--- src/rtl/uart_tx.sv ---
// rtl/uart_tx.sv - UART transmitter: start bit, LSB-first data, optional parity, stop bit(s)
// The line is driven straight from serial_q, which is computed from the next state.
module uart_tx #(
  parameter int SYSCLK    = 100_000_000,
  parameter int BAUD_RATE = 115_200,
  parameter int DATA_BITS = 8,
  parameter int PARITY    = 0,
  parameter int STOP_BITS = 1
) (
  input  logic                 sysclk_in,
  input  logic                 nrst_in,
  input  logic                 tx_valid_in,
  input  logic [DATA_BITS-1:0] tx_data_in,
  output logic                 tx_ready_out,
  output logic                 tx_busy_out,
  output logic                 tx_done_out,
  output logic                 tx_serial_out
);

  localparam int CLKS_PER_BIT = SYSCLK / BAUD_RATE;
  localparam int CNT_W = (CLKS_PER_BIT < 2) ? 1 : $clog2(CLKS_PER_BIT);
  localparam int BIT_W = $clog2(DATA_BITS);
  localparam logic [CNT_W-1:0] BAUD_LAST = CNT_W'(CLKS_PER_BIT - 1);
  localparam logic [BIT_W-1:0] DATA_LAST = BIT_W'(DATA_BITS - 1);
  localparam logic [BIT_W-1:0] STOP_LAST = BIT_W'(STOP_BITS - 1);

  generate
    if (CLKS_PER_BIT < 2 || DATA_BITS < 5 || DATA_BITS > 9 ||
        PARITY < 0 || PARITY > 2 || STOP_BITS < 1 || STOP_BITS > 2) begin : g_bad_params
      $error("uart_tx: illegal parameters (CLKS_PER_BIT must be >= 2)");
    end
  endgenerate

  typedef enum logic [2:0] {S_IDLE, S_START, S_DATA, S_PARITY, S_STOP} state_t;

  state_t                 state_q, state_d;
  logic [CNT_W-1:0]       baud_q, baud_d;
  logic [BIT_W-1:0]       bit_q, bit_d;
  logic [DATA_BITS-1:0]   shift_q, shift_d;
  logic                   par_q, par_d;
  logic                   serial_q, serial_d;
  logic                   done_q, done_d;
  logic                   bit_end;

  always_comb begin
    state_d = state_q;
    baud_d  = baud_q;
    bit_d   = bit_q;
    shift_d = shift_q;
    par_d   = par_q;
    done_d  = 1'b0;
    bit_end = (baud_q == BAUD_LAST);

    if (state_q != S_IDLE) begin
      baud_d = bit_end ? '0 : baud_q + CNT_W'(1);
    end

    case (state_q)
      S_IDLE: begin
        if (tx_valid_in) begin
          shift_d = tx_data_in;
          par_d   = (PARITY == 1) ? ~^tx_data_in : ^tx_data_in;
          baud_d  = '0;
          bit_d   = '0;
          state_d = S_START;
        end
      end
      S_START: begin
        if (bit_end) state_d = S_DATA;
      end
      S_DATA: begin
        if (bit_end) begin
          shift_d = shift_q >> 1;
          if (bit_q == DATA_LAST) begin
            bit_d   = '0;
            state_d = (PARITY != 0) ? S_PARITY : S_STOP;
          end else begin
            bit_d = bit_q + BIT_W'(1);
          end
        end
      end
      S_PARITY: begin
        if (bit_end) state_d = S_STOP;
      end
      S_STOP: begin
        if (bit_end) begin
          if (bit_q == STOP_LAST) begin
            bit_d   = '0;
            done_d  = 1'b1;
            state_d = S_IDLE;
          end else begin
            bit_d = bit_q + BIT_W'(1);
          end
        end
      end
      default: state_d = S_IDLE;
    endcase

    // Line level for the coming cycle follows the state being entered.
    case (state_d)
      S_START:  serial_d = 1'b0;
      S_DATA:   serial_d = shift_d[0];
      S_PARITY: serial_d = par_q;
      default:  serial_d = 1'b1;
    endcase
  end

  always_ff @(posedge sysclk_in or negedge nrst_in) begin
    if (!nrst_in) begin
      state_q  <= S_IDLE;
      baud_q   <= '0;
      bit_q    <= '0;
      shift_q  <= '0;
      par_q    <= 1'b0;
      serial_q <= 1'b1;
      done_q   <= 1'b0;
    end else begin
      state_q  <= state_d;
      baud_q   <= baud_d;
      bit_q    <= bit_d;
      shift_q  <= shift_d;
      par_q    <= par_d;
      serial_q <= serial_d;
      done_q   <= done_d;
    end
  end

  assign tx_ready_out  = (state_q == S_IDLE);
  assign tx_busy_out   = (state_q != S_IDLE);
  assign tx_done_out   = done_q;
  assign tx_serial_out = serial_q;

endmodule

--- config.mk ---
export PLATFORM = sky130hd
export DESIGN_NAME = uart_tx
export DESIGN_NICKNAME = d
export VERILOG_FILES = /design/src/rtl/uart_tx.sv
export SDC_FILE = /design/constraint.sdc
export NUM_CORES = 1
export LEC_CHECK = 0
export ABC_CLOCK_PERIOD_IN_PS = 3570
export BUFFER_PORTS_ARGS = -buffer_cell sky130_fd_sc_hd__buf_2
export CORE_ASPECT_RATIO = 1.4
export CORE_MARGIN = 5
export CORE_UTILIZATION = 45
export CTS_BUF_LIST = sky130_fd_sc_hd__clkbuf_8 sky130_fd_sc_hd__clkbuf_16
export CTS_CLUSTER_SIZE = 16
export DETAILED_ROUTE_END_ITERATION = 8
export PLACE_DENSITY = 0.68
export REMOVE_ABC_BUFFERS = 1
export SLEW_MARGIN = 20
export SYNTH_ARGS = -nofsm -noshare
export SYNTH_HDL_FRONTEND = slang
export SYNTH_SLANG_ARGS = --single-unit
--- constraint.sdc ---
create_clock -name sysclk_in -period 3.57 [get_ports sysclk_in]
set_input_delay 0.714 -clock sysclk_in [delete_from_list [all_inputs] [get_ports sysclk_in]]
set_output_delay 0.714 -clock sysclk_in [all_outputs]
set_load 0.005 [all_outputs]
; ---- Word-level counts from Yosys, hierarchy flattened
; Cells that the tools add are included.
[totals]
reg_bits = 27
in_bits = 11
output_inout_bits = 4
wordCells = 56
[classes]
n_addsub = 2
eq_ne = 12
mux = 25
reduce_logical = 9
[ops]
columns = operator, count
row1 = $mux 10, 4
row2 = $mux 3, 12
row3 = $mux 8, 2
row4 = $pmux 8 s2, 1
row5 = $pmux 3 s5, 1
row6 = $eq 3x2->1 const B, 4
row7 = $add 10x1->10 const B, 1
row8 = $eq 10x10->1 const B, 1
row9 = $pmux 3 s3, 1
row10 = $reduce_xor 8->1, 1
row11 = $eq 3x1->1 const B, 2
row12 = $eq 3x3->1 const B, 2
row13 = $logic_not 3->1, 2
row14 = $ne 2x2->1 const B, 3
row15 = $reduce_bool 3->1, 2
row16 = $reduce_and 4->1, 1
row17 = $add 3x1->3 const B, 1
row18 = $mux 1, 3
row19 = $pmux 1 s3, 1
row20 = $reduce_and 3->1, 1
row21 = $reduce_and 2->1, 1
row22 = $reduce_bool 2->1, 1

; ---- Depth between registers and ports, before layout
; Gate-level depths: netlist (run 1).
[depth]
ltp_word = 6
ltp_mapped = 7
mapped_depth_nobuf = 6

; ---- Worst setup path before layout (run 1)
; OpenSTA, ideal clock, no wires.
[synth_timing]
path_type = flip-flop to output port
from = register state_q[2]
to = output tx_ready_out
t_arrival_ps = 1178
t_required_ps = 2856
path_slack_ps = 1678
stages_incl_launch_ff = 5
path_buffers = 2
path_cell_list = dfrtp_1 -> buf_2 -> or3_1 -> clkbuf_1 -> inv_1
[synth_via]
elab_chain_cells = 1
[synth_lines]
columns = element, line_no
row1 = "start, declared", 36  ; state_t state_q, state_d;
row2 = "start signal, assigned", 118  ; state_q <= state_d;
row3 = $logic_not 3->1, 128  ; assign tx_ready_out = (state_q == S_IDLE);
row4 = "end, declared", 14  ; output logic tx_ready_out,
; No other way between the ends.

; ---- Worst setup path after layout (run 1)
; Same ends and word-level chain as after synthesis.

==> impl_metrics.yaml, run 1 <==
die:
  num_rows: 25
  die-area_um2: 4740
  coreArea_um2: 3350
  die_y_um: 79.5
  start_util_pct: 46.4
  io_pins: 15
  die_w_um: 59.6
timing:
  fmax_mhz: 426
  finalSetupViolations: 0
  min_period_over_period_pct: 65.8
  setup_tns_ps: 0
  rsz0062_at_grt: "no"
  worst_pin_slew_ps: 780
  finalHoldViolCount: 0
  drv_slew: 0
  period_minus_slack_ps: 2350
  maxSlewHeadroom_pct: 47.8
  finClkSkew_ps: 5.30
global_routing:
  antenna_found_initial: 0
  grt_max_degree: 28
  grt-ovfl-total: 0
  grt_pass1_vias: 1231
  grtUsageTotal_pct: 14.1
  grt_pass1_wl_um: 5320
yosys:
  yosysWarnings: 0
  yosysMostFrequentCell: "dfrtp_1"
  netlist_area_um2: 1550
  synthTopCellsByCount: "26 x dfrtp_1, 25 x nand2_1, 16 x o21ai_0, 14 x nor2_1, 8 x xnor2_1"
  ys_async_sr_fraction_pct: 100
  synth_edf_count: 0
  yosys.area.top_type_share_pct: 41.9
  synth-seq-area-share_pct: 43.6
  synth_top_area_cell: "dfrtp_1"
  synth_flop_cell: "dfrtp_1"
  avgSynthCellArea_um2: 9.58
  ys_ff_latch: 27
  synthCells: 162
  synthTopCellsByArea: "dfrtp_1 42%, nand2_1 6.0%, o21ai_0 5.2%"
  ys_types: 43
clocking:
  cts_buffers: 3
  post_cts_resized: 0
  cts_buffer_depth: 2
  cts.htree.levels: 1
  clkSlewWorstSetupHoldPaths_ps: 90
  postCtsHoldBufs: 0
  cts_tree: "yes"
  insertion_delay_ps: 260
  root_buffer: "clkbuf_8"
  post-cts-setup-buffer-count: 0
  cts_num_sinks: 27
route:
  drt_wl_total_um: 2960
  drt-vias-per-instance: 5.73
  wire_per_inst_um: 13.8
  drt_first_pass_iters: 4
  drc_errors: 0
  ant_nets: 0
  drtIter0Drc: 39
  vias: 1231
outcome:
  outcome: "complete, no violations"
finish:
  final_area_um2: 1690
  synthToLayoutAreaGrowth_pct: 8.78
  n_antenna_cell: 0
  drive_gt1_share_pct: 16.6
  fin_nets: 191
critical_path:
  cp-start-kind: "register"
  r2r_start: "state_q[2]$_DFF_PN0_"
  regToRegSetupSlack_ps: 1490
  cp.required_ps: 2860
  r2r_cells: 4
  worst_r2r_endpoint: "bit_q[2]$_DFFE_PN0P_"
  critical_path.max_fanout: 11
  crit_arrival_ps: 1630
  cp-end-kind: "output port"
  crit_type: "register to output port"
placed_design:
  portBuffers: 14
  dp_hpwl_um: 2300
  placed_area_um2: 1640
  gp_congestion: 0.843
min_path:
  hold_class: "input pin to asynchronous set/reset pin"
power_and_ir_drop:
  ir_drop_uv: 155
  p_leak_nw: 0.735
  power_density_nw_per_um2: 308
flow_run:
  maxCapViolations: 0
state kept, by name, summed over array words and instances, names as in the netlist:
register / flops
bit_q: 3
shift_q: 8
tx_done_out: 1
tx_serial_out: 1
baud_q: 10
state_q: 3
par_q: 1
routing by layer:
| layer | track usage (%) | vias to the layer above | routed length, um |
|---|---|---|---|
| met2 | 23.8 | 23 | 1480 |
| met3 | 2.27 | 7 | 120 |
| met4 | 5.54 | 0 | 61 |
| met5 | 0 | - | 0 |
| met1 | 17.6 | 587 | 1300 |
| li1 | - | 614 | - |
cells in the final DEF, fill, tap and decap left out, types with 2 or more instances in the layout:
| cell | n |
|---|---|
| a211o_1 | 2 |
| a21oi_1 | 6 |
| a22o_1 | 2 |
| a22oi_1 | 6 |
| and3_2 | 3 |
| buf_2 | 14 |
| clkbuf_8 | 3 |
| dfrtp_1 | 26 |
| ha_1 | 4 |
| inv_1 | 7 |
| mux2i_1 | 2 |
| nand2_1 | 25 |
| nand2b_1 | 2 |
| nand3_1 | 5 |
| nor2_1 | 14 |
| nor3_1 | 2 |
| o211ai_1 | 2 |
| o21ai_0 | 16 |
| o41ai_1 | 2 |
| or3_1 | 2 |
| or3_4 | 2 |
| xnor2_1 | 8 |
final cells by class:
type	instances	area, um2
clock inverter	1	3.75
inverter	6	22.5
tap	40	50.0
clock buffer	3	41.3
multi-input combinational	124	825
fill	308	1660
timing repair buffer	14	70.1
sequential	27	677
report_power, final:
group / switching [mW] / internal (mW) / total, mW
clock: 0.0863 / 0.0769 / 0.163
combinational: 0.0217 / 0.0186 / 0.0404
sequential: 0.00408 / 0.313 / 0.317
kinds of logic (layout without fill, tap and decap cells):
group / Yosys count / in the layout / synth area share, %
adder cells (fa/ha/maj): 4 / 4 / 3.22
flip-flops: 27 / 27 / 43.6
AO/OA/AOI/OAI: 44 / 44 / 19.1
multiplexers: 2 / 2 / 1.29
AND/OR/NAND/NOR: 65 / 65 / 24.4
buffers and inverters: 11 / 24 / 3.30
XOR/XNOR: 9 / 9 / 5.08
worst max-delay path by stage:
stage | from | slack, ps | cells after the start | end
after floorplan | tx_valid_in | 1720 | 4 | bit_q[2]$_DFFE_PN0P_
after global placement | tx_valid_in | 1420 | 5 | bit_q[2]$_DFFE_PN0P_
after detailed placement | tx_valid_in | 1300 | 5 | bit_q[2]$_DFFE_PN0P_
after CTS | state_q[2]$_DFF_PN0_ | 1210 | 3 | tx_ready_out
after global routing | state_q[2]$_DFF_PN0_ | 1130 | 3 | tx_ready_out
final | state_q[2]$_DFF_PN0_ | 1220 | 3 | tx_ready_out
metrics by stage:
step	std cells	hold slack [ps]	power [mW]	utilization, %	setup WS, ps
detailed placement	211	469	0.365	49.1	1300
CTS	215	461	0.531	50.5	1210
finish	215	436	0.521	50.5	1220
floorplan	157	418	0.345	-	1720
global placement	211	461	0.363	49.1	1420
global route	215	486	0.551	50.5	1130
critical path, cell delays in order, from the launching register on:
cell and delay, ps:
dfrtp_1 520, or3_1 540, inv_1 170, buf_2 140
Note: power is estimated with default switching activity, not from simulation.
==> run 2, diff against run 1 <==
- ABC_AREA: default -> 1
- ABC_CLOCK_PERIOD_IN_PS: 3570 -> 2300
- clock period: 3.57 -> 2.3 ns (I/O delays scaled with it)
==> run 2 against run 1 <==
  * Final cell count rose by 18%
  * Critical path depth increased by 2
  * Routed wire length down 2.4%
  * Highest routed layer unchanged
  * Total power increased to 2.7 times the previous value
  * Synthesized area rose by 0.16%
  * Worst hold slack worse by 250 ps
  * Core utilization up 0.93 points
  * Global-route usage decreased by 0.33 points
  * Register-to-register slack got worse by 750 ps
==> impl_metrics.yaml, run 2 <==
finish:
  layout_commonest_cell: "nand2_1"
  mostFrequentLayoutCells: "58 x nand2_1, 26 x dfrtp_1, 20 x inv_1, 17 x nand3_1, 14 x buf_2"
  n_fill_cell: 315
  multi_input_area_um2: 773
  drive_gt1_share_pct: 20.6
  ff_latch_area_um2: 677
  final_area_um2: 1720
  largest_register: "baud_q"
  largest_registers: "baud_q (10), shift_q (8)"
  fin_util_pct: 51.4
  largest_register_ffs: 10
  n_antenna_cell: 0
  synthToLayoutAreaGrowth_pct: 10.6
  fin_nets: 230
yosys:
  netlist_area_um2: 1560
  avgSynthCellArea_um2: 7.93
  synthCells: 196
  yosys.area.top_type_share_pct: 41.8
  yosysMostFrequentCell: "nand2_1"
  synth_top_area_cell: "dfrtp_1"
  synth_edf_count: 0
  synthTopCellsByCount: "58 x nand2_1, 26 x dfrtp_1, 19 x inv_1, 17 x nand3_1, 10 x o21ai_0"
  synth_flop_cell: "dfrtp_1"
  ys_ff_latch: 27
  ys_async_sr_fraction_pct: 100
  yosysWarnings: 0
  synthTopCellsByArea: "dfrtp_1 42%, nand2_1 14%, nand3_1 5.5%"
  ys_types: 26
  synth-seq-area-share_pct: 43.5
critical_path:
  cp.required_ps: 1840
  crit_type: "register to output port"
  cp-end-kind: "output port"
  critical_path.max_fanout: 6
  crit_arrival_ps: 1230
  cp-start-kind: "register"
clocking:
  cts_buffer_depth: 2
  post-cts-setup-buffer-count: 0
  insertion_delay_ps: 270
  clkSlewWorstSetupHoldPaths_ps: 90
  cts.htree.levels: 1
  root_buffer: "clkbuf_8"
  post_cts_resized: 0
  cts_tree: "yes"
  postCtsHoldBufs: 0
  cts_buffers: 3
  cts_num_sinks: 27
power_and_ir_drop:
  p_leak_nw: 0.869
  power_density_nw_per_um2: 804
  p_clk_share_pct: 19.0
  pwr-share-comb_pct: 27.6
  p_sw_share_pct: 35.3
  power.switching_mw: 0.488
  internal_power_mw: 0.895
  seqPwrFrac_pct: 53.4
  ir_drop_uv: 483
timing:
  min_period_over_period_pct: 73.6
  setup_tns_ps: 0
  timing.hold.ws_ps: 183
  period_minus_slack_ps: 1690
  fmax_mhz: 590
  finClkSkew_ps: 5.28
  finalHoldViolCount: 0
  drv_slew: 0
  maxSlewHeadroom_pct: 60.4
  finalSetupViolations: 0
  worst_pin_slew_ps: 593
  rsz0062_at_grt: "no"
outcome:
  outcome: "complete, no violations"
placed_design:
  gp_congestion: 0.842
  dp_hpwl_um: 2330
  placed_area_um2: 1680
  portBuffers: 14
global_routing:
  grt_max_degree: 28
  grt_pass1_wl_um: 5150
  grt-ovfl-total: 0
  grtUsageTotal_pct: 13.8
  antenna_found_initial: 0
  grt_pass1_vias: 1222
route:
  vias: 1256
  drt_first_pass_iters: 4
  wire_per_inst_um: 11.4
  drt_wl_total_um: 2890
  drtIter0Drc: 17
  ant_nets: 0
  drt-vias-per-instance: 4.94
  drc_errors: 0
die:
  coreArea_um2: 3350
  start_util_pct: 46.5
  io_pins: 15
  die_w_um: 59.7
  die_y_um: 79.6
  num_rows: 25
  die-area_um2: 4750
min_path:
  hold_class: "input pin to asynchronous set/reset pin"
flow_run:
  maxCapViolations: 0
run 2: cell types whose count changed after synthesis, moves of 4 or more:
cell,previous run,this run
nand2_2,0,4
inv_1,6,19
nand2_1,25,58
nand3_1,5,17
inv_2,0,9
nor2_4,0,6
a22oi_1,6,0
o21ai_0,16,10
nor2_1,14,9
run 2: path summary, 6_finish.rpt:
path                       cells past startpoint                     end  slack (ps)              startpoint
min in group sysclk_in                         3  shift_q[7]$_DFFE_PN0P_         410           tx_data_in[7]
setup reg to reg                               8     baud_q[9]$_DFF_PN0_         740     baud_q[0]$_DFF_PN0_
setup / recovery                               5             tx_busy_out         610    state_q[0]$_DFF_PN0_
hold / removal                                 1     baud_q[6]$_DFF_PN0_         180                 nrst_in
hold reg to reg                                2  shift_q[6]$_DFFE_PN0P_         500  shift_q[6]$_DFFE_PN0P_
max in group asynchronous                      1   tx_done_out$_DFF_PN0_        1730                 nrst_in
run 2: metrics by stage:
| stage | setup slack [ps] | power, mW | cells |
|---|---|---|---|
| after CTS | 594 | 1.40 | 254 |
| after global routing | 533 | 1.49 | 254 |
| after detailed placement | 745 | 1.14 | 250 |
| after floorplan | 935 | 1.03 | 196 |
| after global placement | 754 | 1.13 | 250 |
| final | 606 | 1.38 | 254 |
run 2: final cells by class:
| type | instances | area share [%] |
|---|---|---|
| Tap cell | 40 | 2.91 |
| Inverter | 28 | 6.11 |
| Clock buffer | 3 | 2.40 |
| Multi-Input combinational cell | 141 | 44.9 |
| Clock inverter | 1 | 0.218 |
| Sequential cell | 27 | 39.3 |
| Timing Repair Buffer | 14 | 4.07 |
run 2: power by group through the flow:
stage	combinational, mW	clock [mW]	sequential (mW)
3_3_place_gp	0.382	0	0.748
5_1_grt	0.436	0.292	0.759
2_1_floorplan	0.307	0	0.719
4_1_cts	0.387	0.274	0.739
6_report	0.382	0.263	0.738
3_5_place_dp	0.388	0	0.747
run 2: critical path: stages (launching register included):
cell and delay, ps:
dfrtp_1 420, inv_2 60, nand2_2 80, nor2_4 200, inv_2 70, buf_2 130
run 2: metal layers:
layer | share of wire (%) | track usage [%] | routed length (um)
met2 | 52 | 24.7 | 1490
met5 | 0 | 0 | 0
met3 | 3.2 | 1.62 | 93
met4 | 1.2 | 4.66 | 34
met1 | 44 | 16.5 | 1270
run 2: cell families after synthesis:
logic type	Yosys count	share of synthesized area, %
xor+xnor	8	4.51
simple gates	105	33.3
fa+ha+maj	4	3.22
flops	27	43.5
compound gates	24	8.69
buf+inv	28	6.76
